[config.mk]
export PLATFORM = sky130hd
export DESIGN_NAME = boid_frame_scheduler
export DESIGN_NICKNAME = d
export VERILOG_FILES = /design/src/rtl/boid_pkg.sv /design/src/rtl/boid_frame_scheduler.sv
export SDC_FILE = /design/constraint.sdc
export NUM_CORES = 1
export LEC_CHECK = 0
export ABC_AREA = 1
export BUFFER_PORTS_ARGS = -buffer_cell sky130_fd_sc_hd__buf_2
export CAP_MARGIN = 20
export CORE_MARGIN = 3
export CORE_UTILIZATION = 55
export CTS_BUF_LIST = sky130_fd_sc_hd__clkbuf_4 sky130_fd_sc_hd__clkbuf_8
export DETAILED_ROUTE_END_ITERATION = 12
export GPL_TIMING_DRIVEN = 0
export PLACE_DENSITY = 0.86
export SKIP_LAST_GASP = 1
export SLEW_MARGIN = 10
export SYNTH_ARGS = -nofsm -noshare
export SYNTH_HDL_FRONTEND = slang
export SYNTH_SLANG_ARGS = --single-unit
[constraint.sdc]
create_clock -name i_clock -period 2.5 [get_ports i_clock]
set_input_delay 0.375 -clock i_clock [delete_from_list [all_inputs] [get_ports i_clock]]
set_output_delay 0.375 -clock i_clock [all_outputs]
set_load 0.02 [all_outputs]
[src/rtl/boid_pkg.sv]
// Shared constants and state encoding for the boid frame scheduler.
package boid_pkg;

  localparam int MAX_BOIDS    = 8;
  localparam int BOID_BITS    = 3;
  localparam int VIDEO_WIDTH  = 640;
  localparam int VIDEO_HEIGHT = 480;
  localparam int PIXEL_COUNT  = VIDEO_WIDTH * VIDEO_HEIGHT;
  localparam int ADDR_W       = 20;

  typedef enum logic [1:0] {
    ST_IDLE  = 2'd0,
    ST_CLEAR = 2'd1,
    ST_SCAN  = 2'd2,
    ST_DRAIN = 2'd3
  } state_t;

endpackage

[src/rtl/boid_frame_scheduler.sv]
// Per-frame display rebuild: one-cycle RAM clear, then one pixel write per boid,
// pipelined one boid per cycle through a registered write stage.
module boid_frame_scheduler
  import boid_pkg::*;
(
  input  logic                 i_clock,
  input  logic                 i_reset,
  input  logic                 i_frame_end,
  input  logic [BOID_BITS:0]   i_num_boids,
  input  logic                 i_clr_overrun,
  output logic [BOID_BITS-1:0] o_boid_sel,
  input  logic [ADDR_W-1:0]    i_boid_addr,
  output logic                 o_disp_clear,
  output logic                 o_disp_we,
  output logic [ADDR_W-1:0]    o_disp_waddr,
  output logic                 o_busy,
  output logic                 o_overrun,
  output logic [15:0]          o_frames_done
);

  state_t               r_state;
  state_t               w_next;
  logic [BOID_BITS:0]   r_n;
  logic [BOID_BITS-1:0] r_sel;
  logic                 r_pending;
  logic                 r_overrun;
  logic                 r_we;
  logic [ADDR_W-1:0]    r_waddr;
  logic [15:0]          r_frames;

  logic [BOID_BITS:0]   w_n_clamped;
  logic                 w_last;
  logic                 w_addr_ok;
  logic                 w_busy_set;

  assign w_n_clamped = (i_num_boids > (BOID_BITS+1)'(MAX_BOIDS)) ?
                       (BOID_BITS+1)'(MAX_BOIDS) : i_num_boids;
  assign w_last      = ({1'b0, r_sel} == (r_n - (BOID_BITS+1)'(1)));
  assign w_addr_ok   = (i_boid_addr < ADDR_W'(PIXEL_COUNT));
  // A frame_end landing in DRAIN simply chains the next frame, so it is not an overrun.
  assign w_busy_set  = i_frame_end && ((r_state == ST_CLEAR) || (r_state == ST_SCAN));

  always_comb begin
    w_next = r_state;
    case (r_state)
      ST_IDLE:  if (i_frame_end) w_next = ST_CLEAR;
      ST_CLEAR: w_next = (w_n_clamped != '0) ? ST_SCAN : ST_DRAIN;
      ST_SCAN:  if (w_last) w_next = ST_DRAIN;
      ST_DRAIN: w_next = (r_pending || i_frame_end) ? ST_CLEAR : ST_IDLE;
      default:  w_next = ST_IDLE;
    endcase
  end

  always_ff @(posedge i_clock) begin
    if (i_reset) begin
      r_state   <= ST_IDLE;
      r_n       <= '0;
      r_sel     <= '0;
      r_pending <= 1'b0;
      r_overrun <= 1'b0;
      r_we      <= 1'b0;
      r_waddr   <= '0;
      r_frames  <= '0;
    end else begin
      r_state <= w_next;

      if (r_state == ST_CLEAR) begin
        r_n   <= w_n_clamped;
        r_sel <= '0;
      end else if ((r_state == ST_SCAN) && !w_last) begin
        r_sel <= r_sel + (BOID_BITS)'(1);
      end

      if (r_state == ST_DRAIN)
        r_pending <= 1'b0;
      else if (w_busy_set)
        r_pending <= 1'b1;

      if (w_busy_set)
        r_overrun <= 1'b1;
      else if (i_clr_overrun)
        r_overrun <= 1'b0;

      // Off-screen addresses still update the address register but suppress the write.
      r_we <= (r_state == ST_SCAN) && w_addr_ok;
      if (r_state == ST_SCAN)
        r_waddr <= i_boid_addr;

      if (r_state == ST_DRAIN)
        r_frames <= r_frames + 16'd1;
    end
  end

  assign o_boid_sel    = r_sel;
  assign o_disp_clear  = (r_state == ST_CLEAR);
  assign o_disp_we     = r_we;
  assign o_disp_waddr  = r_waddr;
  assign o_busy        = (r_state != ST_IDLE);
  assign o_overrun     = r_overrun;
  assign o_frames_done = r_frames;

endmodule
==> results.sh <==
export IMPL_drc=0
export IMPL_drtAntennaViolNets=0
export IMPL_maxSlewViolCount=0
export IMPL_first_pass_iters=4
export IMPL_start_kind="register"
export IMPL_htreeDepth=2
export IMPL_path_clk_slew_ns=0.09
export IMPL_fin_crit_sh=0.665
export IMPL_die_w_um=68.2
export IMPL_synth_seq_cells=48
export IMPL_diodes=0
export IMPL_yosys_warnings=0
export IMPL_io_pins=71
export IMPL_seqCellArea_sq_um=961
export IMPL_grt_max_degree=15
export IMPL_synth_nets=323
export IMPL_grt_pass1_wl_um=7940
export IMPL_die_area_sq_um=4650
export IMPL_reg2reg_slack_ns=0.84
export IMPL_post_cts_resized=0
export IMPL_routed_wl_um=4880
export IMPL_avgViaCountPerCell=5.02
export IMPL_cts_path_max_buffers=2
export IMPL_finalHoldViolations=0
export IMPL_holdWs_ns=0.259
export IMPL_start_util=0.604
export IMPL_cts_buffers=5
export IMPL_final_area_sq_um=2660
export IMPL_multi_input_area_sq_um=987
export IMPL_cts_tree="built"
export IMPL_cts_root_buf="clkbuf_8"
export IMPL_postPlaceCellArea_sq_um=2530
export IMPL_worst_path_most_repeated_cell="nor2_1"
export IMPL_fillers=283
export IMPL_netlist_area_sq_um=2130
export IMPL_cp_required_ns=2.70
export IMPL_place_port_buffers=69
export IMPL_p_per_area_nw_per_um2=948
export IMPL_drive_above_1_share=0.256
export IMPL_postLayoutCoreUtil=0.755
export IMPL_fin_nets=399
export IMPL_yosysSeqAreaShare=0.452
export IMPL_cts_hold_buffers=0
export IMPL_worst_slew_pin_slew_ns=0.476
export IMPL_layout_common_cells="buf_2, nor2_1, dfxtp_1"
export IMPL_worstPathCellList="inv_1 -> ha_1 -> buf_2 -> clkinv_1 -> clkbuf_1 -> nor2_1 -> nor2_1"
export IMPL_cap_violations=0
export IMPL_p_leak_nw=1.39
export IMPL_dpl_hpwl_um=3540
export IMPL_wl_per_cell_um=11.9
export IMPL_post_cts_buffers=0
export IMPL_initialDrtViolationCount=103
export IMPL_finalSetupTns_ns=0
export IMPL_grt_pass1_vias=1850
export IMPL_fin_crit_ns=1.66
export IMPL_track_usage=0.229
export IMPL_rows=21
export IMPL_endpoint_kind="register"
export IMPL_fmax_mhz=602
export IMPL_syn_inst=287
export IMPL_critPathMaxStageDelay_ns=0.35
export IMPL_arrival_ns=1.86
export IMPL_status="completed"
export IMPL_antenna_found_initial=0
export IMPL_clk_latency_ns=0.30
export IMPL_crit_slowest_cell="dfxtp_1"
export IMPL_synth_area_per_cell_sq_um=7.41
export IMPL_cts_sinks=48
export IMPL_relSlewSlack=0.683
export IMPL_finClkSkew_ns=0.00385
export IMPL_vdd_drop_max_mv=0.696
export IMPL_die_h_um=68.2
export IMPL_placedCellCount=402
export IMPL_hp_class="input pin to register"
export IMPL_vias=2055
export IMPL_overflow=0
export IMPL_mostFrequentLayoutCell="buf_2"
export IMPL_worst_path_max_fanout=10
export IMPL_rsz0062_at_grt="false"
export IMPL_area_growth_synth_to_final_pct=25.0
export IMPL_final_cells=409
export IMPL_core_area_sq_um=3520
export IMPL_gp_congestion=0.828
export IMPL_worstSetupPathType="register to register"
export IMPL_netlist_cell_type_count=27
export IMPL_setup_viol=0
==> power breakdown <==
group	leakage [nW]	switching, mW	internal (mW)	total (mW)
registers	0.391	0.0990	0.929	1.03
logic	0.934	0.559	0.285	0.844
clock network	0.0642	0.256	0.394	0.649
==> state kept, by name (all words and copies together) (netlist names) <==
| register | cells |
|---|---|
| o_disp_waddr | 20 |
| o_frames_done | 16 |
| r_n | 4 |
| o_boid_sel | 3 |
| r_state | 2 |
| o_disp_we | 1 |
| o_overrun | 1 |
| r_pending | 1 |
==> critical path: cells and delay by family (launching register included) <==
family | cells | cell delay [ns]
buffers and inverters | 4 | 0.86
adder cells (fa/ha/maj) | 1 | 0.15
flip-flops | 1 | 0.35
AND/OR/NAND/NOR | 2 | 0.21
==> per-layer routing <==
metal | vias up | wire, um | global-route usage
met2 | 62 | 2290 | 0.385
met3 | 6 | 373 | 0.0690
li1 | 1059 | - | -
met4 | 0 | 85 | 0.0893
met1 | 928 | 2130 | 0.273
met5 | - | 0 | 0
==> layout make-up <==
class	count	share of cell area
Buffer	9	0.0146
Clock buffer	5	0.0259
Clock inverter	2	0.0226
Inverter	37	0.0523
Multi-Input combinational cell	193	0.371
Sequential cell	48	0.362
Tap cell	46	0.0217
Timing Repair Buffer	69	0.130
==> Yosys cell counts (all sizes together) <==
master  count  share of area
clkinv      1         0.0018
a31o        1         0.0041
xor2        1         0.0041
o21ai      36          0.085
dfxtp      48           0.45
o211ai      1         0.0035
xnor2       2         0.0082
a31oi       1         0.0029
ha          8          0.047
nand3b      2          0.013
nor2       62           0.12
a21oi      18          0.042
inv        36          0.064
nand4       1         0.0059
or2         1         0.0029
nand2      43          0.082
and3        2         0.0059
clkbuf      5         0.0088
nand3      11          0.026
buf         4         0.0094
nor3        3         0.0071
==> final timing paths <==
kind | start | to | cells after the start
max | r_state[0]$_SDFFE_PP0P_ | o_disp_waddr[8]$_SDFFE_PP0P_ | 7
max reg2reg | r_state[0]$_SDFFE_PP0P_ | o_disp_waddr[8]$_SDFFE_PP0P_ | 7
min reg2reg | o_overrun$_SDFFE_PP0P_ | o_overrun$_SDFFE_PP0P_ | 2
min | i_boid_addr[18] | o_disp_we$_SDFF_PP0_ | 2
==> cells by family (layout without fill, tap and decap cells) <==
family,Yosys count,after routing,share of synthesized area
XOR/XNOR,3,3,0.0124
AO/OA/AOI/OAI,57,57,0.138
AND/OR/NAND/NOR,125,125,0.267
flip-flops,48,48,0.452
buffers and inverters,46,122,0.0836
adder cells (fa/ha/maj),8,8,0.0471
==> metrics by stage <==
| step | power, mW | setup WS [ns] |
|---|---|---|
| floorplan | 1.61 | 1.01 |
| global placement | 1.86 | 0.896 |
| detailed placement | 1.89 | 0.858 |
| CTS | 2.53 | 0.844 |
| global route | 2.68 | 0.642 |
| finish | 2.52 | 0.838 |
No activity file was read; power rests on OpenSTA's default activity.
